<file path="src/rtl/ro_scan_ctrl.sv">
// Ring-oscillator scan sequencer. Enables one unmasked RO at a time, counts its
// synchronized rising edges over a gate window, and streams out (index, count).
module ro_scan_ctrl #(
    parameter int NUM_RO        = 8,
    parameter int CNT_WIDTH     = 16,
    parameter int WIN_WIDTH     = 16,
    parameter int SYNC_STAGES   = 2,
    parameter int SETTLE_CYCLES = 4
) (
    input  logic                       iClk,
    input  logic                       iRst,
    input  logic                       iStart,
    input  logic [NUM_RO-1:0]          iMask,
    input  logic [WIN_WIDTH-1:0]       iWindow,
    input  logic [NUM_RO-1:0]          iOsc,
    output logic [NUM_RO-1:0]          oEn,
    output logic                       oValid,
    input  logic                       iReady,
    output logic [$clog2(NUM_RO)-1:0]  oIdx,
    output logic [CNT_WIDTH-1:0]       oCount,
    output logic                       oBusy,
    output logic                       oDone
);

    localparam int IDX_W = $clog2(NUM_RO);
    localparam logic [WIN_WIDTH-1:0] SETTLE_LOAD = WIN_WIDTH'(SETTLE_CYCLES - 1);

    typedef enum logic [1:0] {IDLE, SETTLE, MEASURE, REPORT} stateT;

    stateT                           state;
    logic [SYNC_STAGES-1:0][NUM_RO-1:0] syncFf;
    logic                            prevSample;
    logic                            selSync;
    logic                            oscEdge;
    logic [NUM_RO-1:0]               maskReg;
    logic [WIN_WIDTH-1:0]            winReg;
    logic [WIN_WIDTH-1:0]            timer;
    logic [CNT_WIDTH-1:0]            cnt;
    logic [CNT_WIDTH-1:0]            cntNext;
    logic [IDX_W-1:0]                firstIdx;
    logic [IDX_W-1:0]                nextIdx;
    logic                            nextFound;

    function automatic logic [NUM_RO-1:0] oneHot(input logic [IDX_W-1:0] idx);
        return NUM_RO'(1) << idx;
    endfunction

    // Every RO input is synchronized; only the selected channel feeds the edge detector.
    always_ff @(posedge iClk) begin
        if (iRst) begin
            syncFf     <= '0;
            prevSample <= 1'b0;
        end else begin
            syncFf[0] <= iOsc;
            for (int s = 1; s < SYNC_STAGES; s++) begin
                syncFf[s] <= syncFf[s-1];
            end
            prevSample <= selSync;
        end
    end

    assign selSync = syncFf[SYNC_STAGES-1][oIdx];
    assign oscEdge = selSync & ~prevSample;
    assign cntNext = (oscEdge && (cnt != '1)) ? cnt + CNT_WIDTH'(1) : cnt;

    // NOTE: every output of this block gets a default before the loop, so no latch is inferred.
    always_comb begin
        firstIdx  = '0;
        nextIdx   = '0;
        nextFound = 1'b0;
        // Descending walk: the last hit is the lowest qualifying index.
        for (int i = NUM_RO - 1; i >= 0; i--) begin
            if (iMask[i]) begin
                firstIdx = IDX_W'(i);
            end
            if (maskReg[i] && (i > int'(oIdx))) begin
                nextFound = 1'b1;
                nextIdx   = IDX_W'(i);
            end
        end
    end

    always_ff @(posedge iClk) begin
        if (iRst) begin
            state   <= IDLE;
            oEn     <= '0;
            oValid  <= 1'b0;
            oIdx    <= '0;
            oCount  <= '0;
            oBusy   <= 1'b0;
            oDone   <= 1'b0;
            maskReg <= '0;
            winReg  <= '0;
            timer   <= '0;
            cnt     <= '0;
        end else begin
            oDone <= 1'b0;
            case (state)
                IDLE: begin
                    if (iStart) begin
                        if (iMask != '0) begin
                            maskReg <= iMask;
                            winReg  <= (iWindow == '0) ? WIN_WIDTH'(1) : iWindow;
                            oIdx    <= firstIdx;
                            oEn     <= oneHot(firstIdx);
                            oBusy   <= 1'b1;
                            timer   <= SETTLE_LOAD;
                            state   <= SETTLE;
                        end else begin
                            oDone <= 1'b1;
                        end
                    end
                end
                SETTLE: begin
                    cnt <= '0;
                    if (timer == '0) begin
                        timer <= winReg - WIN_WIDTH'(1);
                        state <= MEASURE;
                    end else begin
                        timer <= timer - WIN_WIDTH'(1);
                    end
                end
                MEASURE: begin
                    cnt <= cntNext;
                    if (timer == '0) begin
                        // The RO is switched off on the same edge the result appears.
                        oEn    <= '0;
                        oValid <= 1'b1;
                        oCount <= cntNext;
                        state  <= REPORT;
                    end else begin
                        timer <= timer - WIN_WIDTH'(1);
                    end
                end
                REPORT: begin
                    if (iReady) begin
                        oValid <= 1'b0;
                        if (nextFound) begin
                            oIdx  <= nextIdx;
                            oEn   <= oneHot(nextIdx);
                            timer <= SETTLE_LOAD;
                            state <= SETTLE;
                        end else begin
                            oBusy <= 1'b0;
                            oDone <= 1'b1;
                            state <= IDLE;
                        end
                    end
                end
                default: state <= IDLE;
            endcase
        end
    end

endmodule

</file>
<file path="config.mk">
export PLATFORM = sky130hd
export DESIGN_NAME = ro_scan_ctrl
export DESIGN_NICKNAME = d
export VERILOG_FILES = /design/src/rtl/ro_scan_ctrl.sv
export SDC_FILE = /design/constraint.sdc
export NUM_CORES = 1
export LEC_CHECK = 0
export ABC_CLOCK_PERIOD_IN_PS = 2100
export CAP_MARGIN = 0
export CELL_PAD_IN_SITES_DETAIL_PLACEMENT = 1
export CELL_PAD_IN_SITES_GLOBAL_PLACEMENT = 1
export CORE_MARGIN = 5
export CORE_UTILIZATION = 38
export CTS_CLUSTER_SIZE = 12
export DETAILED_ROUTE_END_ITERATION = 7
export GPL_ROUTABILITY_DRIVEN = 1
export MAX_ROUTING_LAYER = met4
export PLACE_DENSITY_LB_ADDON = 0.1
export SLEW_MARGIN = 20
export SYNTH_ARGS = -nofsm -noshare
export SYNTH_HDL_FRONTEND = slang
export SYNTH_SLANG_ARGS = --single-unit
</file>
<file path="constraint.sdc">
create_clock -name iClk -period 2.1 [get_ports iClk]
set_input_delay 0.63 -clock iClk [delete_from_list [all_inputs] [get_ports iClk]]
set_output_delay 0.63 -clock iClk [all_outputs]
set_load 0.02 [all_outputs]
</file>
# After elaboration in Yosys (flattened, before gate mapping)
# Cells that the tools add are included.
[classes]
addsub = 3
order_cmp = 8
n_eq_ne = 12
shift = 2
muxes = 65
bitwise = 2
reduce_logical = 24
[ops]
columns = ["op", "count"]
rows = [
  ["$mux 16", 8],
  ["$pmux 16 s4", 1],
  ["$mux 3", 19],
  ["$mux 8", 5],
  ["$logic_not 16->1", 2],
  ["$pmux 16 s2", 1],
  ["$sub 16x1->16 const B", 2],
  ["$pmux 8 s3", 1],
  ["$reduce_and 5->1", 4],
  ["$mux 1", 19],
  ["$add 16x1->16 const B", 1],
  ["$ne 16x16->1 const B", 1],
  ["$ne 2x2->1 const B", 8],
  ["$shl 1x3->8 const A", 2],
  ["$gt 3x3->1 const A", 4],
  ["$mux 2", 5],
  ["$logic_and 1x1->1", 8],
  ["$pmux 2 s4", 1],
  ["$reduce_bool 8->1", 1],
  ["$gt 2x3->1 const A", 2],
  ["$pmux 1 s2", 3],
  ["$pmux 3 s2", 1],
  ["$reduce_and 3->1", 2],
  ["$reduce_and 6->1", 1],
  ["11 further kinds", 14],
]
[word_totals]
regBits = 105
in_bits = 36
output_inout_bits = 30
wordCells = 130

# Depth between registers and ports, before layout
# Gate-level depths: netlist (run 1).
[depth]
ltp_word = 13
depth_mapped = 9

# Worst setup path before layout (run 1)
# No wires, ideal clock.
[synth_path]
path_type = "register -> register"
startpoint = "register state[0]"
endpoint = "register timer[7]"
setup_time_ps = 130
t_arrival_ps = 2186
required_time_ps = 1970
setup_slack_ps = -216
stages_incl_launch_ff = 10
n_path_buf = 1
period_less_slack_ps = 2316
path_cell_list = "dfxtp_1 > inv_1 > ha_1 > nor2b_1 > a311oi_1 > o31ai_2 > or2_2 > buf_2 > a31oi_1 > o32ai_1"
[synth_between]
elab_chain_cells = 3
elab_cells_between_ends = 11
cone_classes = "8 x eq/ne; 1 x mux; 2 x reduce/logical"
[synth_lines]
columns = ["item", "line", "rtl"]
rows = [
  ["start: declaration", "30", "stateT state;"],
  ["start signal: assignment", "85", "state <= IDLE;"],
  ["start signal: assignment", "108", "state <= SETTLE;"],
  ["start signal: assignment", "118", "state <= MEASURE;"],
  ["$eq 2x2->1 / $logic_not 2->1 (equally long branches)", "98", "case (state)"],
  ["$ne 2x2->1 (no source line)", "-", ""],
  ["$reduce_and 5->1 (no source line)", "-", ""],
  ["end signal: assignment", "117", "timer <= winReg - WIN_WIDTH'(1);"],
  ["end signal: assignment", "120", "timer <= timer - WIN_WIDTH'(1);"],
  ["end signal: assignment", "132", "timer <= timer - WIN_WIDTH'(1);"],
  ["end: declaration", "37", "logic [WIN_WIDTH-1:0] timer;"],
]
# Parallel ways exist; a longest one is shown, timed or not.
# A chain may end at the register's enable or synchronous reset.

# Final worst setup path (run 1)
[layout_path]
startpoint = "input iReady"
endpoint = "register timer[4]"
[layout_between]
elab_chain_cells = 2
[layout_lines]
columns = ["item", "line", "rtl"]
rows = [
  ["start: declaration", "18", "input logic iReady,"],
  ["$ne 2x2->1 (no source line)", "-", ""],
  ["$reduce_and 5->1 (no source line)", "-", ""],
]
# Every way passes these cells.

==> results of run 1 <==
==> per-layer routing <==
metal  up-vias  global-route usage, %  wire length, um  part of all wire, %
met5         -                      -                0                    0
met4         0                  7.474              272                  1.6
met3        18                  2.532              571                  3.4
met2        86                  36.01             8395                   50
met1      2560                  26.37             7635                   45
li1       2584                      -                -                    -
==> worst register-to-register path, stage by stage, from the launching register on <==
cell and delay, ns:
dfxtp_1 0.34, nor4_1 0.44, nand4_1 0.28, buf_6 0.21
a21oi_4 0.16, buf_12 0.14, o221ai_1 0.14, nor2_1 0.19
a211oi_2 0.07
==> cells by family (layout without fill, tap and decap cells) <==
family	Yosys count	in the layout	share of synthesized area, %
buffers and inverters	63	208	4.938
adders and majority gates	9	9	2.106
xor gates and xnor gates	31	31	5.078
DFF	104	104	38.94
muxes	5	5	0.9829
AOI/OAI and AO/OA	169	169	22.09
and+or+nand+nor	255	255	25.86
==> cell type report <==
| type | count | share of cell area (%) |
|---|---|---|
| Tap cell | 180 | 3.056 |
| Inverter | 31 | 1.579 |
| Clock buffer | 10 | 3.242 |
| Timing Repair Buffer | 161 | 19.03 |
| Clock inverter | 6 | 1.002 |
| Multi-Input combinational cell | 469 | 43.73 |
| Sequential cell | 104 | 28.37 |
==> synthesized netlist by cell type, types with 12 or more instances <==
cell,number,share of area (%)
clkbuf_1,19,1.3
nand3_1,17,1.6
xor2_1,16,2.6
xnor2_1,15,2.5
o21ai_0,26,2.4
a22oi_1,17,2.4
nand2_1,54,3.8
a211oi_1,18,2.5
dfxtp_1,104,39
nand4_1,12,1.4
inv_1,31,2.2
a31oi_1,12,1.4
nor2_1,59,4.1
o2bb2ai_1,12,2.0
nor3_1,17,1.6
a21oi_1,41,3.8
or3_1,12,1.4
nor2b_1,25,2.9
==> how the worst min path moves through the flow <==
stage / startpoint / to / slack [ns] / cells past startpoint
4_1_cts: syncFf[7]$_SDFF_PP0_ / syncFf[15]$_SDFF_PP0_ / 0.45 / 1
6_report: syncFf[7]$_SDFF_PP0_ / syncFf[15]$_SDFF_PP0_ / 0.44 / 1
3_3_place_gp: syncFf[0]$_SDFF_PP0_ / syncFf[8]$_SDFF_PP0_ / 0.42 / 1
5_1_grt: syncFf[0]$_SDFF_PP0_ / syncFf[8]$_SDFF_PP0_ / 0.46 / 1
3_5_place_dp: syncFf[7]$_SDFF_PP0_ / syncFf[15]$_SDFF_PP0_ / 0.43 / 1
2_1_floorplan: syncFf[2]$_SDFF_PP0_ / syncFf[10]$_SDFF_PP0_ / 0.41 / 1
==> repair_timing <==
| action | CTS | global route |
|---|---|---|
| cloned | 0 | 1 |
| hold buffers | 0 | 0 |
| gates resized for setup | 28 | 32 |
| setup endpoints to repair | 56 | 52 |
| pin swaps | 7 | 12 |
| buffers inserted | 3 | 2 |
==> registers in the layout, indices dropped and copies added, names as in the netlist <==
name and cells:
cnt 16, maskReg 7, oBusy 1, oCount 16, oDone 1, oEn 8, oIdx 3, oValid 1
prevSample 1, state 2, syncFf 16, timer 16, winReg 16
==> report_power, final <==
group,switching (mW),internal [mW],total [mW]
Clock,0.828,0.977,1.81
Sequential,0.314,2.31,2.63
Combinational,3.16,2.55,5.71
==> cell usage in the layout (no fill, tap or decap), drive strengths merged, types with 13 or more instances in the layout <==
master / Yosys / layout
nor4: 13 / 13
nand2: 55 / 55
xor2: 16 / 16
buf: 13 / 97
o21ai: 27 / 27
a22oi: 17 / 17
nor2b: 25 / 25
nand3: 18 / 18
nor3: 21 / 21
clkdlybuf4s50: 0 / 54
a21oi: 43 / 43
dfxtp: 104 / 104
or3: 13 / 13
a211oi: 21 / 21
inv: 31 / 34
nor2: 59 / 59
xnor2: 15 / 15
==> out/metrics.cfg, run 1 <==
[placed_design]
io_buffers=65
postPlaceCellArea_um2=6803
detailed_place_hpwl_um=12440
dpl.cell_count=939
dpl_worst_slack_ns=-0.7018
place_congestion=0.9282

[global_routing]
grtUsageTotal_pct=21.32
grt_antenna_before_repair=0
grt_pass1_vias=5528
grt_first_pass_wirelength_um=27530
grt_max_degree=39
grt_remaining_overflow=0

[synth]
synth_edf_count=0
async_reset_ff_share_pct=0
ys_seq_area_share_pct=38.94
ys_ff_latch=104
synthesis.area_um2=5346
yosys.cell_types.count=68
syn_nets=681
syn_avg_cell_area_um2=8.406
yosysWarnings=0
syn_inst=636
synth_ff_type=dfxtp_1

[pwr]
ir_drop_mv=0.6152
p_per_area_nw_per_um2=1375
p_total_mw=10.14
p_leak_nw=2.777

[worst_setup_path]
cp-endpoint=timer[4]$_SDFFE_PP0P_
critPathCaptureType=flip-flop
crit_fanout=6
critical-path-top-delay-family=buffers and inverters
r2r-end=timer[1]$_SDFFE_PP0P_
crit_path_start=iReady
worstRegToRegCells=8
critPathLaunchType=primary input
critPathMaxStageDelay_ns=0.51
cp.required_ns=2.33
cp_cell_sequence=clkdlybuf4s50_1 -> nor2b_1 -> a311oi_2 -> buf_4 -> o31ai_4 -> or2_4 -> a31oi_1 -> o32ai_1
cp.arrival_ns=2.33
cp.buffers_inverters=2
critical_path.slowest_cell=clkdlybuf4s50_1
critPathKind=primary input to flip-flop
cp.depth=8
reg2reg_from=timer[12]$_SDFFE_PP0P_
r2r_setup_slack_ns=0.03

[drt]
drc=0
dr.pass1.iters=4
ant_nets=0
dr_total_vias=5248
drt-vias-per-instance=5.461
drt-total-wl_um=16870
drt_iter0_markers=231
routedWlPerCell_um=17.56

[run_status]
status=finished with violations
violations=setup timing

[clock_tree]
cts.reportedPaths.clkPinSlew_ns=0.07
root_buffer=clkbuf_16
clk_latency_ns=0.36
ctsHtreeMaxLevel=3
cts_max_path_buffers=2
cts_tree=built
cts.sinks=104
numCtsBuffers=9

[timing]
finalCriticalPeriod_ns=2.101
whs_ns=0.4428
setup_viol=1
finalSetupTns_ns=-0.0006195
fin_ws_ns=-0.0006195
finalCritPeriodShare_pct=100.0
relSlewSlack_pct=56.24
clock-skew-final_ns=0.01108
worstMarginPinSlew_ns=0.6505
final-hold-violation-count=0
rsz0062_at_grt=yes
fmax_ghz=0.4761
slew_viol_final=0

[layout]
layout.nets=821
drive_above_1_share_pct=23.56
area_delta_synth_final_pct=37.87
final-seq-area_um2=2091
utilization_pct=53.31
final_area_um2=7371
nFillCells=1619
n_antenna_cell=0
layoutNonFillerInstCount=961
multi_input_area_um2=3223

[floorplanning]
die-area_um2=16540
coreArea_um2=13830
initial_core_util_pct=38.67
io_pins=66
rows=43
fp.dieW_um=128.6
die_y_um=128.6

[min_path]
hold_class=flip-flop to flip-flop

[flow_run]
cap_violations=0

No activity file was read; power rests on OpenSTA's default activity.
==> inputs of run 2 (changes only) <==
==> constraint.sdc (replaced) <==
create_clock -name iClk -period 2.1 [get_ports iClk]
set_input_delay 0.21 -clock iClk [delete_from_list [all_inputs] [get_ports iClk]]
set_output_delay 0.21 -clock iClk [all_outputs]
set_load 0.02 [all_outputs]
==> run 2 against run 1 <==
The flow now finishes without violations. Critical path depth is 2 lower. Die area is the same. Sequential power hardly changed. Register-to-register slack worse by 0.02 ns. Global-route usage fell by 0.30 points. Wire length decreased by 2.3%. Sequential cell count unchanged. Hold slack got worse by 0.13 ns. Utilization decreased by 0.46 points. Sequential share of layout area up 0.35 points. Power decreased by 0.44%. Largest power group unchanged.
==> out/metrics.cfg, run 2 (synthesis gave the netlist of run 1 again) <==
[run_status]
status=completed  ; was finished with violations

[worst_setup_path]
crit_fanout=3  ; was 6
cp.required_ns=2.38  ; was 2.33 ns
reg2reg_from=winReg[6]$_SDFFE_PP0P_  ; was timer[12]$_SDFFE_PP0P_
worstRegToRegCells=6  ; was 8
cp_cell_sequence=or4_4 -> or4_4 -> nor3_2 -> xor2_1 -> a21oi_1 -> o21ai_1  ; was clkdlybuf4s50_1 -> nor2b_1 -> a311oi_2 -> buf_4 -> o31ai_4 -> or2_4 -> a31oi_1 -> o32ai_1
r2r_setup_slack_ns=0.01  ; was 0.03 ns
cp.arrival_ns=2.37  ; was 2.33 ns
critPathMaxStageDelay_ns=0.53  ; was 0.51 ns
r2r-end=timer[14]$_SDFFE_PP0P_  ; was timer[1]$_SDFFE_PP0P_
critical_path.slowest_cell=or4_4  ; was clkdlybuf4s50_1
critPathLaunchType=flip-flop  ; was primary input
crit_top_cell=or4_4
critPathCaptureType=flip-flop  ; unchanged
critPathKind=flip-flop to flip-flop  ; was primary input to flip-flop

[floorplanning]
rows=43  ; unchanged
die-area_um2=16540  ; unchanged
io_pins=66  ; unchanged
die_y_um=128.6  ; unchanged
coreArea_um2=13830  ; unchanged
initial_core_util_pct=38.67  ; unchanged
fp.dieW_um=128.6  ; unchanged

[placed_design]
io_buffers=65  ; unchanged
place_congestion=0.8520  ; was 0.9282
postPlaceCellArea_um2=6794  ; was 6803 um2
detailed_place_hpwl_um=12430  ; was 12440 um
dpl_worst_slack_ns=-0.3197  ; was -0.7018 ns

[global_routing]
top_usage_layer=met2  ; unchanged
grt_remaining_overflow=0  ; unchanged
grt_first_pass_wirelength_um=27590  ; was 27530 um
gr-usage-met3_pct=2.657  ; was 2.532%
met2_usage_pct=35.09  ; was 36.01%
grtUsageTotal_pct=21.02  ; was 21.32%
grt_antenna_before_repair=0  ; unchanged
grt_pass1_vias=5528  ; unchanged
grt_max_degree=39  ; unchanged
met1_usage_pct=26.65  ; was 26.37%

[drt]
ant_nets=0  ; unchanged
drt-vias-per-instance=5.419  ; was 5.461
dr_total_vias=5191  ; was 5248
drt_iter0_markers=223  ; was 231
drt-total-wl_um=16490  ; was 16870 um
routedWlPerCell_um=17.21  ; was 17.56 um
dr.pass1.iters=5  ; was 4
drc=0  ; unchanged

[min_path]
hold_depth=4  ; was 1
hold_end=timer[11]$_SDFFE_PP0P_  ; was syncFf[15]$_SDFF_PP0_
hold_class=primary input to flip-flop  ; was flip-flop to flip-flop
worstHoldStart=iRst  ; was syncFf[7]$_SDFF_PP0_

[clock_tree]
cts.sinks=104  ; unchanged
clk_latency_ns=0.35  ; was 0.36 ns
cts.reportedPaths.clkPinSlew_ns=0.07  ; about the same
numCtsBuffers=9  ; unchanged
ctsHtreeMaxLevel=3  ; unchanged
cts_tree=built  ; unchanged
root_buffer=clkbuf_16  ; unchanged
cts_max_path_buffers=2  ; unchanged
ctsHoldBuffers=0  ; unchanged

[timing]
clock-skew-final_ns=0.01150  ; was 0.01108 ns
final-hold-violation-count=0  ; unchanged
fmax_ghz=0.4786  ; was 0.4761 GHz
relSlewSlack_pct=61.32  ; was 56.24%
finalCritPeriodShare_pct=99.50  ; was 100.0%
slew_viol_final=0  ; unchanged
finalCriticalPeriod_ns=2.089  ; was 2.101 ns
fin_ws_ns=0.01060  ; was -0.0006195 ns
rsz0062_at_grt=yes  ; unchanged
whs_ns=0.3104  ; was 0.4428 ns
setup_viol=0  ; was 1
worstMarginPinSlew_ns=0.5784  ; was 0.6505 ns

[flow_run]
cap_violations=0  ; unchanged

[pwr]
p_leak_nw=2.716  ; was 2.777 nW
ir_drop_mv=0.5577  ; was 0.6152 mV
p_seq_share_pct=26.2  ; was 25.9%
p_comb_share_pct=56.6  ; was 56.3%
swShare_pct=41.70  ; was 42.40%
p_per_area_nw_per_um2=1381  ; was 1375 nW/um2
p_switching_mw=4.209  ; was 4.298 mW
intPower_mw=5.885  ; was 5.840 mW
clkPwrFrac_pct=17.2  ; was 17.8%

[layout]
drive_above_1_share_pct=22.62  ; was 23.56%
area_delta_synth_final_pct=36.67  ; was 37.87%
final_area_um2=7307  ; was 7371 um2
layout.nets=818  ; was 821
n_antenna_cell=0  ; unchanged
final_common_cell=dfxtp_1  ; unchanged
mostFrequentLayoutCells=dfxtp_1, buf_4, clkdlybuf4s50_1  ; was dfxtp_1, buf_4, nor2_1, nand2_1, clkdlybuf4s50_1

-- run 2: changes by cell type in the layout (fill, tap and decap cells not counted), moves of 3 or more --
cell and delta:
clkdlybuf4s50_1 +10, nor4_1 +3, a22oi_2 -4, o2bb2ai_2 -3, dlygate4sd2_1 -8, a22oi_1 +4, o21ai_1 +3, dfxtp_1 -4
a31oi_2 +3, o2bb2ai_1 +3, dfxtp_2 +3
-- run 2: how the worst max path moves through the flow --
stage               slack [ns]                    from                     end  cells past startpoint
global route             -0.09  winReg[6]$_SDFFE_PP0P_  timer[14]$_SDFFE_PP0P_                      6
CTS                       0.01  winReg[6]$_SDFFE_PP0P_  timer[14]$_SDFFE_PP0P_                      6
detailed placement       -0.32                iMask[6]  winReg[7]$_SDFFE_PP0P_                      8
finish                    0.01  winReg[6]$_SDFFE_PP0P_  timer[14]$_SDFFE_PP0P_                      6
floorplan                0.004   state[0]$_SDFFE_PP0P_   timer[7]$_SDFFE_PP0P_                      9
global placement         -0.25                iMask[4]     oEn[6]$_SDFFE_PP0P_                      8
-- run 2: routing by layer --
layer | routed length, um | vias to the layer above
li1 | - | 2576
met1 | 7543 | 2514
met2 | 8292 | 87
met3 | 460 | 14
met4 | 193 | 0
met5 | 0 | -
-- run 2: metrics by stage --
step | instances | setup TNS (ns) | utilization [%] | power, mW
after floorplan | 636 | 0 | - | 5.712
after detailed placement | 937 | -8.513 | 49.14 | 8.029
after global routing | 958 | -0.1508 | 52.85 | 10.80
after global placement | 937 | -5.698 | 49.14 | 7.874
after CTS | 957 | 0 | 51.97 | 9.928
final | 958 | 0 | 52.85 | 10.09
-- run 2: power by group through the flow --
stage          clock network, mW  registers [mW]  logic [mW]
2_1_floorplan                  0            2.75        2.96
3_3_place_gp                   0            2.64        5.24
3_5_place_dp                   0            2.66        5.37
4_1_cts                     1.79            2.63        5.51
5_1_grt                     1.89            2.70        6.22
6_report                    1.74            2.64        5.71
-- run 2: layout make-up --
cell class                      count  area, um2
Inverter                           31      116.4
Clock buffer                        9      225.2
Multi-Input combinational cell    469       3168
Sequential cell                   104       2098
Clock inverter                      7      77.57
Timing Repair Buffer              158       1396
Tap cell                          180      225.2
Fill cell                        1647       6520
-- run 2: critical path, delay by kind of cell, from the launching register on --
family | cells | cell delay, ns
AND/OR/NAND/NOR | 3 | 1.19
AO/OA/AOI/OAI | 2 | 0.25
flip-flops | 1 | 0.33
XOR/XNOR | 1 | 0.23
-- run 2: timing repair --
action,in CTS,in global routing
buffers inserted,4,1
pin swaps,7,5
gates resized for setup,17,30
endpoints found under the setup margin,33,43
